## src/rtl/mem_stage.sv

```systemverilog
// MEM pipeline stage: holds one instruction from EXE, waits for DCache read data
// on loads, aligns/extends load data and forwards the result to WB.
`timescale 1ns/1ps
module mem_stage (
  input  logic         clk,
  input  logic         reset,
  input  logic         es_to_ms_valid,
  input  logic [168:0] es_to_ms_bus,
  output logic         ms_allowin,
  input  logic         ws_allowin,
  output logic         ms_to_ws_valid,
  output logic [126:0] ms_to_ws_bus,
  input  logic         data_data_ok,
  input  logic [31:0]  data_rdata,
  input  logic         flush,
  output logic         ms_ex,
  output logic         ms_inst_eret,
  output logic         ms_inst_mfc0,
  output logic [4:0]   MEM_dest,
  output logic [31:0]  MEM_result,
  output logic         ms_load_pending
);

  localparam logic [4:0] EXC_ADEL = 5'h04;
  localparam logic [4:0] EXC_ADES = 5'h05;

  logic         ms_valid_r;
  logic [168:0] bus_r;
  logic [31:0]  rdata_r;
  logic         rdata_vld_r;

  logic [3:0]   tlb_s;
  logic [31:0]  addr_s;
  logic [4:0]   mfc0_rd_s;
  logic         ex_s;
  logic [4:0]   exc_code_s;
  logic         bd_s;
  logic         eret_s;
  logic [2:0]   sel_s;
  logic         mtc0_s;
  logic         mfc0_s;
  logic [31:0]  rt_value_s;
  logic [11:0]  mem_inst_s;
  logic         res_from_mem_s;
  logic         gr_we_s;
  logic [4:0]   dest_s;
  logic [31:0]  alu_result_s;
  logic [31:0]  pc_s;

  logic         ms_ready_go_s;
  logic [3:0]   load_strobe_s;
  logic [31:0]  load_data_s;
  logic [31:0]  result_s;
  logic [3:0]   rf_we_s;
  logic [31:0]  badvaddr_s;
  logic         unused_mem_inst_s;

  // Aligns raw read data for one load; kind = mem_inst[7:2] (lb,lbu,lh,lhu,lwl,lwr).
  // Returns {byte strobe, merged value}; lw and anything else pass the word through.
  function automatic logic [35:0] align_load(input logic [5:0]  kind,
                                             input logic [1:0]  a,
                                             input logic [31:0] d,
                                             input logic [31:0] rt);
    logic [7:0]  b;
    logic [15:0] h;
    logic [3:0]  stb;
    logic [31:0] val;
    case (a)
      2'd0:    b = d[7:0];
      2'd1:    b = d[15:8];
      2'd2:    b = d[23:16];
      default: b = d[31:24];
    endcase
    h   = a[1] ? d[31:16] : d[15:0];
    stb = 4'b1111;
    val = d;
    if (kind[0]) begin
      val = {{24{b[7]}}, b};
    end else if (kind[1]) begin
      val = {24'd0, b};
    end else if (kind[2]) begin
      val = {{16{h[15]}}, h};
    end else if (kind[3]) begin
      val = {16'd0, h};
    end else if (kind[4]) begin
      case (a)
        2'd0:    begin val = {d[7:0],  rt[23:0]}; stb = 4'b1000; end
        2'd1:    begin val = {d[15:0], rt[15:0]}; stb = 4'b1100; end
        2'd2:    begin val = {d[23:0], rt[7:0]};  stb = 4'b1110; end
        default: begin val = d;                   stb = 4'b1111; end
      endcase
    end else if (kind[5]) begin
      case (a)
        2'd0:    begin val = d;                      stb = 4'b1111; end
        2'd1:    begin val = {rt[31:24], d[31:8]};  stb = 4'b0111; end
        2'd2:    begin val = {rt[31:16], d[31:16]}; stb = 4'b0011; end
        default: begin val = {rt[31:8],  d[31:24]}; stb = 4'b0001; end
      endcase
    end else begin
      val = d;
      stb = 4'b1111;
    end
    return {stb, val};
  endfunction

  assign tlb_s          = bus_r[168:165];
  assign addr_s         = bus_r[164:133];
  assign mfc0_rd_s      = bus_r[132:128];
  assign ex_s           = bus_r[127];
  assign exc_code_s     = bus_r[126:122];
  assign bd_s           = bus_r[121];
  assign eret_s         = bus_r[120];
  assign sel_s          = bus_r[119:117];
  assign mtc0_s         = bus_r[116];
  assign mfc0_s         = bus_r[115];
  assign rt_value_s     = bus_r[114:83];
  assign mem_inst_s     = bus_r[82:71];
  assign res_from_mem_s = bus_r[70];
  assign gr_we_s        = bus_r[69];
  assign dest_s         = bus_r[68:64];
  assign alu_result_s   = bus_r[63:32];
  assign pc_s           = bus_r[31:0];

  // lw/sw and the store-only bits need no alignment here
  assign unused_mem_inst_s = ^{mem_inst_s[11:8], mem_inst_s[1:0]};

  assign ms_ready_go_s  = ex_s | ~res_from_mem_s | rdata_vld_r;
  assign ms_allowin     = ~ms_valid_r | (ms_ready_go_s & ws_allowin);
  assign ms_to_ws_valid = ms_valid_r & ms_ready_go_s;

  // Load alignment, writeback strobe and bad-address selection
  always_comb begin
    {load_strobe_s, load_data_s} = align_load(mem_inst_s[7:2], addr_s[1:0], rdata_r, rt_value_s);
    result_s = res_from_mem_s ? load_data_s : alu_result_s;
    if (gr_we_s && !ex_s && ms_valid_r) begin
      rf_we_s = load_strobe_s;
    end else begin
      rf_we_s = 4'b0000;
    end
    if (exc_code_s == EXC_ADEL || exc_code_s == EXC_ADES) begin
      badvaddr_s = addr_s;
    end else begin
      badvaddr_s = pc_s;
    end
  end

  assign ms_to_ws_bus = {ex_s, exc_code_s, bd_s, eret_s, sel_s, mtc0_s, mfc0_s, mfc0_rd_s,
                         tlb_s, badvaddr_s, rf_we_s, dest_s, result_s, pc_s};

  assign ms_ex           = ms_valid_r & ex_s;
  assign ms_inst_eret    = ms_valid_r & eret_s;
  assign ms_inst_mfc0    = ms_valid_r & mfc0_s;
  assign MEM_dest        = (ms_valid_r & gr_we_s) ? dest_s : 5'd0;
  assign MEM_result      = result_s;
  assign ms_load_pending = ms_valid_r & res_from_mem_s & ~rdata_vld_r & ~ex_s;

  // Stage valid bit; flush wins over a new acceptance
  always_ff @(posedge clk or negedge reset) begin
    if (!reset) begin
      ms_valid_r <= 1'b0;
    end else if (flush) begin
      ms_valid_r <= 1'b0;
    end else if (ms_allowin) begin
      ms_valid_r <= es_to_ms_valid;
    end else begin
      ms_valid_r <= ms_valid_r;
    end
  end

  // Instruction bus register, loaded only on an accepted, non-flushed handoff
  always_ff @(posedge clk or negedge reset) begin
    if (!reset) begin
      bus_r <= 169'd0;
    end else if (es_to_ms_valid && ms_allowin && !flush) begin
      bus_r <= es_to_ms_bus;
    end else begin
      bus_r <= bus_r;
    end
  end

  // Read-data buffer: a returning beat is captured even if the same edge retires the load
  always_ff @(posedge clk or negedge reset) begin
    if (!reset) begin
      rdata_r     <= 32'd0;
      rdata_vld_r <= 1'b0;
    end else if (data_data_ok) begin
      rdata_r     <= data_rdata;
      rdata_vld_r <= 1'b1;
    end else if ((ms_to_ws_valid && ws_allowin) || flush) begin
      rdata_r     <= rdata_r;
      rdata_vld_r <= 1'b0;
    end else begin
      rdata_r     <= rdata_r;
      rdata_vld_r <= rdata_vld_r;
    end
  end

endmodule

```

## config.mk

```make
export PLATFORM = sky130hd
export DESIGN_NAME = mem_stage
export DESIGN_NICKNAME = d
export VERILOG_FILES = /design/src/rtl/mem_stage.sv
export SDC_FILE = /design/constraint.sdc
export NUM_CORES = 1
export LEC_CHECK = 0
export ABC_CLOCK_PERIOD_IN_PS = 6800
export BUFFER_PORTS_ARGS = -buffer_cell sky130_fd_sc_hd__buf_2
export CAP_MARGIN = 20
export CELL_PAD_IN_SITES_DETAIL_PLACEMENT = 1
export CELL_PAD_IN_SITES_GLOBAL_PLACEMENT = 2
export CORE_MARGIN = 5
export CORE_UTILIZATION = 35
export DETAILED_ROUTE_END_ITERATION = 10
export PLACE_DENSITY_LB_ADDON = 0.1
export SYNTH_ARGS = -nofsm -noshare
export SYNTH_HDL_FRONTEND = slang
export SYNTH_SLANG_ARGS = --single-unit
```

## constraint.sdc

```tcl
create_clock -name clk -period 6.8 [get_ports clk]
set_clock_uncertainty 0.1 [all_clocks]
set_input_delay 1.36 -clock clk [delete_from_list [all_inputs] [get_ports clk]]
set_output_delay 1.36 -clock clk [all_outputs]
set_load 0.03 [all_outputs]
```

==> qor.yml, run 1 <==
hp-class: "reg2reg"
worstSetupPathType: "reg2out"
grt_use_total_pct: 21.0
mostFrequentLayoutCell: "buf_2"
synth.largest_area_cell: "dfrtp_1"
cap_violations: 0
tightest_slew_ns: 0.928
syn_nets: 1096
synth_edf_count: 0
insertion_delay_ns: 0.45
grt_pass1_wl_um: 54600
yosysSeqAreaShare_pct: 45.4
path_cells: "buf_4 > nand2_1 > mux2i_1 > o221a_2 > a21oi_1 > buf_2"
setup_tns_ns: 0
yosysTopAreaCellShare_pct: 45.4
nNetsFinal: 1340
fmax_mhz: 202
worst_setup_path_end_kind: "primary output"
cts_sinks: 197
cpPeakStageDelay_ns: 0.81
crit_required_ns: 5.34
cts_buffers: 17
stdcell_area_um2: 13000
grt_max_degree: 114
routed_wirelength_um: 36700
grt_pass1_vias: 8721
num_io_pins: 377
ys_warn_count: 0
vias: 8093
rows: 64
cts_resized: 0
arrival_ns: 3.50
gp_congestion: 0.836
io_buffers: 370
grt_setup_unrepaired: "no"
area_growth_syn_to_layout_pct: 19.5
synth_seq_cells: 197
p_per_area_nw_per_um2: 331
synth_area_leaders: "dfrtp_1 45%, mux2_1 18%, mux2_2 6.9%"
htreeDepth: 4
gr-total-overflow: 0
dieArea_um2: 34700
startpoint_type: "flop"
final_layout_size_suffix_gt1_share_pct: 46.2
period_share_pct: 72.9
via_per_inst: 5.23
hold_violations: 0
post-cts-setup-buffers: 0
chipWidth_um: 186
detail_route.wl_per_cell_um: 23.7
dp_hpwl_um: 26900
placed_cell_area_um2: 12400
slowest_stage: "dfrtp_2"
drc: 0
outcome: "completed"
drt_first_pass_iters: 4
leakagePower_uw: 0.00596
grt_antenna_before_repair: 18
root_buffer: "clkbuf_16"
clk_pin_slew_ns: 0.07
cp_max_fo: 37
initial_core_util_pct: 35.5
die_y_um: 186
clockBufferDepth: 2
period_needed_ns: 4.96
layout_common_cells: "369 x buf_2, 195 x dfrtp_1, 169 x mux2_1, 67 x mux2_2"
ys_types: 51
synth_cells: 889
drt_iter0_drc: 320
netlist_area_um2: 10900
ys.flop_type: "dfrtp_1"
postCtsHoldBufs: 0
synthArstFlopShare_pct: 100
cts_tree: "yes"
slew_violations: 0
finalSetupViolations: 0
relSlewSlack_pct: 37.9
post-route-util_pct: 42.4
core_um2: 30600
syn_avg_cell_area_um2: 12.2
max-vdd-ir-drop_mv: 0.190
antenna_left: 0
==> area by class of cell <==
class | instances | area, um2
timing repair buffer | 382 | 1980
fill | 3364 | 17600
multi-input combinational | 526 | 4940
sequential | 197 | 4930
clock buffer | 24 | 482
inverter | 9 | 33.8
clock inverter | 8 | 113
antenna | 6 | 15.0
tap | 396 | 495
==> Yosys cell counts, drive strengths merged (3+ instances only) <==
master  number
nand3b       5
and3         6
o211ai       6
mux4        14
mux2i       39
o32a         7
buf        127
nor3b        3
nand2       22
a31oi        4
clkbuf      30
a211o        9
nand2b       3
o21ai       23
a21o         4
o22ai       14
o221a       21
nor3         3
nor2        15
or2         13
and2         5
inv          8
dfrtp      197
a211oi       3
mux2       236
a21oi       39
o221ai      13
==> registers in the layout, indices dropped and copies added (netlist names) <==
signal and count:
bus_r 163, rdata_r 32, rdata_vld_r 1, ms_valid_r 1
==> stage by stage <==
| stage | hold WS, ns | power, uW | cells | setup WS [ns] |
|---|---|---|---|---|
| after floorplan | 0.351 | 2880 | 889 | 2.95 |
| after global placement | 0.363 | 3270 | 1510 | 2.35 |
| after detailed placement | 0.369 | 3280 | 1510 | 2.34 |
| after CTS | 0.387 | 4370 | 1542 | 1.83 |
| after global routing | 0.391 | 4540 | 1547 | 1.62 |
| final | 0.382 | 4300 | 1548 | 1.84 |
==> critical path, delay by kind of cell (launching register included) <==
family	cells	cell delay (ns)
flip-flops	1	0.81
AO/OA/AOI/OAI	2	0.59
buffers and inverters	2	0.87
multiplexers	1	0.23
AND/OR/NAND/NOR	1	0.52
==> worst paths after layout <==
check,start,to,slack [ns],cells past startpoint
min in group asynchronous,reset,bus_r[45],0.86,1
max in group asynchronous,reset,bus_r[150],4.67,2
worst min register to register,bus_r[122],bus_r[122],0.38,1
worst max-delay path,bus_r[134],MEM_result[0],1.84,6
worst max register to register,bus_r[70],bus_r[57],4.15,6
worst min-delay path,bus_r[122],bus_r[122],0.38,1
==> per-layer routing <==
layer | wire [um] | vias to the layer above | GRT usage, % | part of all wire [%]
li1 | - | 3664 | - | -
met4 | 612 | 24 | 5.39 | 1.7
met5 | 150 | - | 0 | 0.41
met2 | 17700 | 289 | 34.1 | 48
met3 | 3260 | 54 | 7.45 | 8.9
met1 | 14900 | 4062 | 26.8 | 41
==> kinds of logic after synthesis <==
family	after synthesis	synth area share, %
compound gates	151	10.1
flops	197	45.4
mux	289	30.9
simple gates	86	4.27
buf+inv	166	9.36
==> report_power, final <==
group / leakage (uW) / internal [uW] / switching [uW]
clock network: 0.000284 / 579 / 483
logic: 0.00336 / 595 / 1090
registers: 0.00231 / 1360 / 194
Note: power is estimated with default switching activity, not from simulation.
==> run 2: changes to the inputs <==
- ABC_CLOCK_PERIOD_IN_PS: 6800 -> 4700
- CORE_UTILIZATION: 35 -> 32
- clock period: 6.8 -> 4.7 ns (I/O delays scaled with it)
==> qor.yml, run 2 (synthesis results as in run 1) <==
outcome: "completed"
finalSetupViolations: 0
num_io_pins: 377
core_um2: 33500
slew_violations: 0
worstReg2RegEnd: "bus_r[150]"
gp_congestion: 0.763
root_buffer: "clkbuf_16"
dp_hpwl_um: 28100
detail_route.wl_per_cell_um: 23.3
cap_violations: 0
clk_pin_slew_ns: 0.08
dieArea_um2: 37700
largest_reg_flops: 163
vias: 8164
chipWidth_um: 194
layout_common_cells: "369 x buf_2, 195 x dfrtp_1, 169 x mux2_1, 67 x mux2_2"
post-route-util_pct: 39.2
crit_required_ns: 3.66
whs_endpoint: "bus_r[132]"
p_per_area_nw_per_um2: 480
mostFrequentLayoutCell: "buf_2"
drc: 0
power.total_uw: 6320
htreeDepth: 4
via_per_inst: 5.09
insertion_delay_ns: 0.44
die_y_um: 194
fillers: 3746
hold_violations: 0
min-delay-start: "bus_r[132]"
io_buffers: 370
cts_resized: 0
routed_wirelength_um: 37500
rows: 67
startpoint_type: "flop"
drt_first_pass_iters: 4
arrival_ns: 3.18
whs_ns: 0.385
rr_worst_depth: 6
antenna_left: 0
worstSetupPathType: "reg2out"
cp_max_fo: 17
drt_iter0_drc: 261
gr-total-overflow: 0
hp-class: "reg2reg"
final_layout_size_suffix_gt1_share_pct: 46.9
grt_max_degree: 79
leakagePower_uw: 0.00603
min_path_cells: 1
grt_pass1_vias: 8935
max-vdd-ir-drop_mv: 0.263
multiInputGateArea_um2: 4930
top_regs: "bus_r x163, rdata_r x32"
post-cts-setup-buffers: 0
postCtsHoldBufs: 0
clockBufferDepth: 2
ff_latch_area_um2: 4930
setup_tns_ns: 0
relSlewSlack_pct: 36.5
fmax_mhz: 237
tightest_slew_ns: 0.952
grt_setup_unrepaired: "no"
largest_register: "bus_r"
dp_slack_ns: 0.955
cts_sinks: 197
r2r_slack_ns: 2.08
r2r_start: "bus_r[70]"
worst_setup_path_end_kind: "primary output"
period_needed_ns: 4.22
timing.final.ws_setup_ns: 0.479
grt_antenna_before_repair: 12
grt_use_total_pct: 19.6
cts_tree: "yes"
cts_buffers: 17
initial_core_util_pct: 32.4
grt_pass1_wl_um: 57000
period_share_pct: 89.8
nNetsFinal: 1349
area_growth_syn_to_layout_pct: 21.0
run 2: cell count changes in the layout (fill, tap and decap cells not counted), sizes merged, moves of 2 or more:
cell,delta
diode,-4
inv,+2
clkinv,+5
clkinvlp,-2
clkbuf,-6
buf,+9
run 2: cell type report:
cell class	instances	area share (%)
Clock inverter	14	1.46
Sequential cell	197	37.5
Clock buffer	18	3.34
Timing Repair Buffer	391	15.7
Antenna cell	2	0.0380
Multi-Input combinational cell	526	37.5
Tap cell	448	4.26
Inverter	9	0.257
run 2: metal layers:
layer  vias up  track usage [%]  share of wire [%]
met3        32             6.44                6.5
met5         -                0               0.34
met1      4183             25.0                 43
li1       3693                -                  -
met4        20             3.28               0.51
met2       236             33.3                 49
run 2: per-stage QoR:
| step | area, um2 | std cells |
|---|---|---|
| floorplan | 10900 | 889 |
| global placement | 12500 | 1570 |
| detailed placement | 12500 | 1570 |
| CTS | 13100 | 1602 |
| global route | 13200 | 1604 |
| finish | 13200 | 1605 |
run 2: worst max path at each step:
stage	from	end	slack, ns	depth (start not counted)
floorplan	bus_r[133]	ms_to_ws_bus[48]	1.27	7
global placement	bus_r[134]	MEM_result[19]	0.97	6
detailed placement	bus_r[134]	MEM_result[19]	0.95	6
CTS	bus_r[134]	MEM_result[19]	0.46	6
global route	bus_r[134]	ms_to_ws_bus[51]	0.30	6
finish	bus_r[134]	ms_to_ws_bus[51]	0.48	6
run 2: critical path: stages (launching register included):
cell,delay (ns)
dfrtp_2,0.57
buf_4,0.28
mux2_1,0.38
a221o_1,0.57
or2_1,0.51
o221a_2,0.24
buf_2,0.19
run 2: power breakdown:
group / internal (uW) / total, uW / switching [uW]
sequential: 1970 / 2240 / 268
clock: 871 / 1610 / 740
combinational: 876 / 2470 / 1590
total: 3720 / 6320 / 2600
==> run 3: changes to the inputs <==
- ABC_CLOCK_PERIOD_IN_PS: 4700 -> 4400
- REMOVE_ABC_BUFFERS: not set -> 1
- clock period: 4.7 -> 4.4 ns (I/O delays scaled with it)
==> qor.yml, run 3 (synthesis results as in run 1) <==
outcome: "completed"
worst-path-buf-inv: 1
grt_antenna_before_repair: 14
final_layout_size_suffix_gt1_share_pct: 47.2
r2r_slack_ns: 1.72
p_per_area_nw_per_um2: 510
clockBufferDepth: 2
fillers: 3722
vias: 8122
rr_worst_depth: 6
relSlewSlack_pct: 32.4
tightest_slew_ns: 1.01
clk_pin_slew_ns: 0.09
dp_hpwl_um: 26700
cts_tree: "yes"
layout_common_cells: "369 x buf_2, 193 x dfrtp_1, 169 x mux2_1, 67 x mux2_2"
top_regs: "bus_r x163, rdata_r x32"
slowest_stage: "dfrtp_2"
p_comb_share_pct: 39.8
max-vdd-ir-drop_mv: 0.276
core_um2: 33500
power.total_uw: 6700
crit_start: "bus_r[134]"
fmax_mhz: 240
worstReg2RegEnd: "bus_r[11]"
routed_wirelength_um: 37800
rows: 67
r2r_start: "bus_r[70]"
dieArea_um2: 37700
initial_core_util_pct: 32.4
insertion_delay_ns: 0.45
finalSetupViolations: 0
detail_route.wl_per_cell_um: 23.6
p_int_uw: 3870
grt_pass1_wl_um: 57900
period_share_pct: 94.8
crit_cells: 5
nNetsFinal: 1346
worst_setup_path_end_kind: "primary output"
antenna_left: 0
ff_latch_area_um2: 4930
mostFrequentLayoutCell: "buf_2"
startpoint_type: "flop"
cp_max_fo: 20
largest_register: "bus_r"
chipWidth_um: 194
grt_use_total_pct: 19.9
cap_violations: 0
placed_cell_area_um2: 12500
post-route-util_pct: 39.2
stdcell_area_um2: 13100
drt_first_pass_iters: 4
area_growth_syn_to_layout_pct: 20.9
cpPeakStageDelay_ns: 0.65
p_switching_uw: 2830
die_y_um: 194
clockPowerShare_pct: 24.9
grt_setup_unrepaired: "no"
hp-class: "reg2reg"
grt_pass1_vias: 9036
num_io_pins: 377
switching_share_pct: 42.2
root_buffer: "clkbuf_16"
path_cells: "mux4_2 > a221o_1 > or2_2 > o221a_2 > buf_2"
hold_violations: 0
worstSetupPathType: "reg2out"
cts_sinks: 197
via_per_inst: 5.07
crit_family: "compound AO/OA/AOI/OAI gates"
slew_violations: 0
min-delay-start: "bus_r[141]"
arrival_ns: 3.19
gp_congestion: 0.753
period_needed_ns: 4.17
seqPwrFrac_pct: 35.3
crit_required_ns: 3.42
cts_buffers: 17
io_buffers: 370
gr-total-overflow: 0
htreeDepth: 4
setup_tns_ns: 0
postCtsHoldBufs: 0
drt_iter0_drc: 283
worstSetupEndpoint: "MEM_result[20]"
grt_max_degree: 100
drc: 0
multiInputGateArea_um2: 4940
leakagePower_uw: 0.00601
largest_reg_flops: 163
run 3: per-stage QoR:
| stage | cells | hold WS, ns | worst slack [ns] |
|---|---|---|---|
| 2_1_floorplan | 732 | 0.352 | -10.15 |
| 3_3_place_gp | 1568 | 0.363 | 0.531 |
| 3_5_place_dp | 1568 | 0.372 | 0.535 |
| 4_1_cts | 1600 | 0.391 | 0.0205 |
| 5_1_grt | 1600 | 0.404 | 0.0774 |
| 6_report | 1603 | 0.387 | 0.230 |
run 3: power by group through the flow:
stage / registers, uW / clock network (uW) / logic, uW
detailed placement: 2400 / 0 / 2710
floorplan: 2580 / 0 / 1550
global route: 2410 / 1820 / 2860
CTS: 2370 / 1740 / 2720
finish: 2360 / 1670 / 2660
global placement: 2390 / 0 / 2690
run 3: layout make-up:
| type | count | area share, % |
|---|---|---|
| Multi-Input combinational cell | 526 | 37.6 |
| Antenna cell | 3 | 0.0571 |
| Clock buffer | 17 | 3.24 |
| Clock inverter | 15 | 1.36 |
| Tap cell | 448 | 4.27 |
| Sequential cell | 197 | 37.5 |
| Timing Repair Buffer | 388 | 15.7 |
| Inverter | 9 | 0.257 |
run 3: timing repair:
item	in CTS	in global routing
gates resized for setup	0	1
setup endpoints to repair	0	28
hold endpoints to repair	0	0
buffers inserted	0	0
run 3: routing by layer:
metal / track usage [%] / wire [um] / vias up
met2: 32.5 / 17900 / 250
met4: 5.00 / 632 / 22
met3: 7.51 / 2830 / 47
met1: 25.1 / 16300 / 4109
li1: - / - / 3694
met5: 0 / 135 / -
run 3: worst register-to-register path, delay by kind of cell (launching register included):
kind,cells,cell delay (ns)
buffers and inverters,2,0.73
and+or+nand+nor,2,0.60
muxes,1,0.51
DFF,1,0.40
AOI/OAI and AO/OA,1,0.21
run 3: how the worst min path moves through the flow:
stage,endpoint,cells after the start
after global placement,bus_r[130],1
final,bus_r[141],1
after detailed placement,bus_r[138],1
after floorplan,bus_r[90],1
after CTS,bus_r[138],1
after global routing,bus_r[138],1
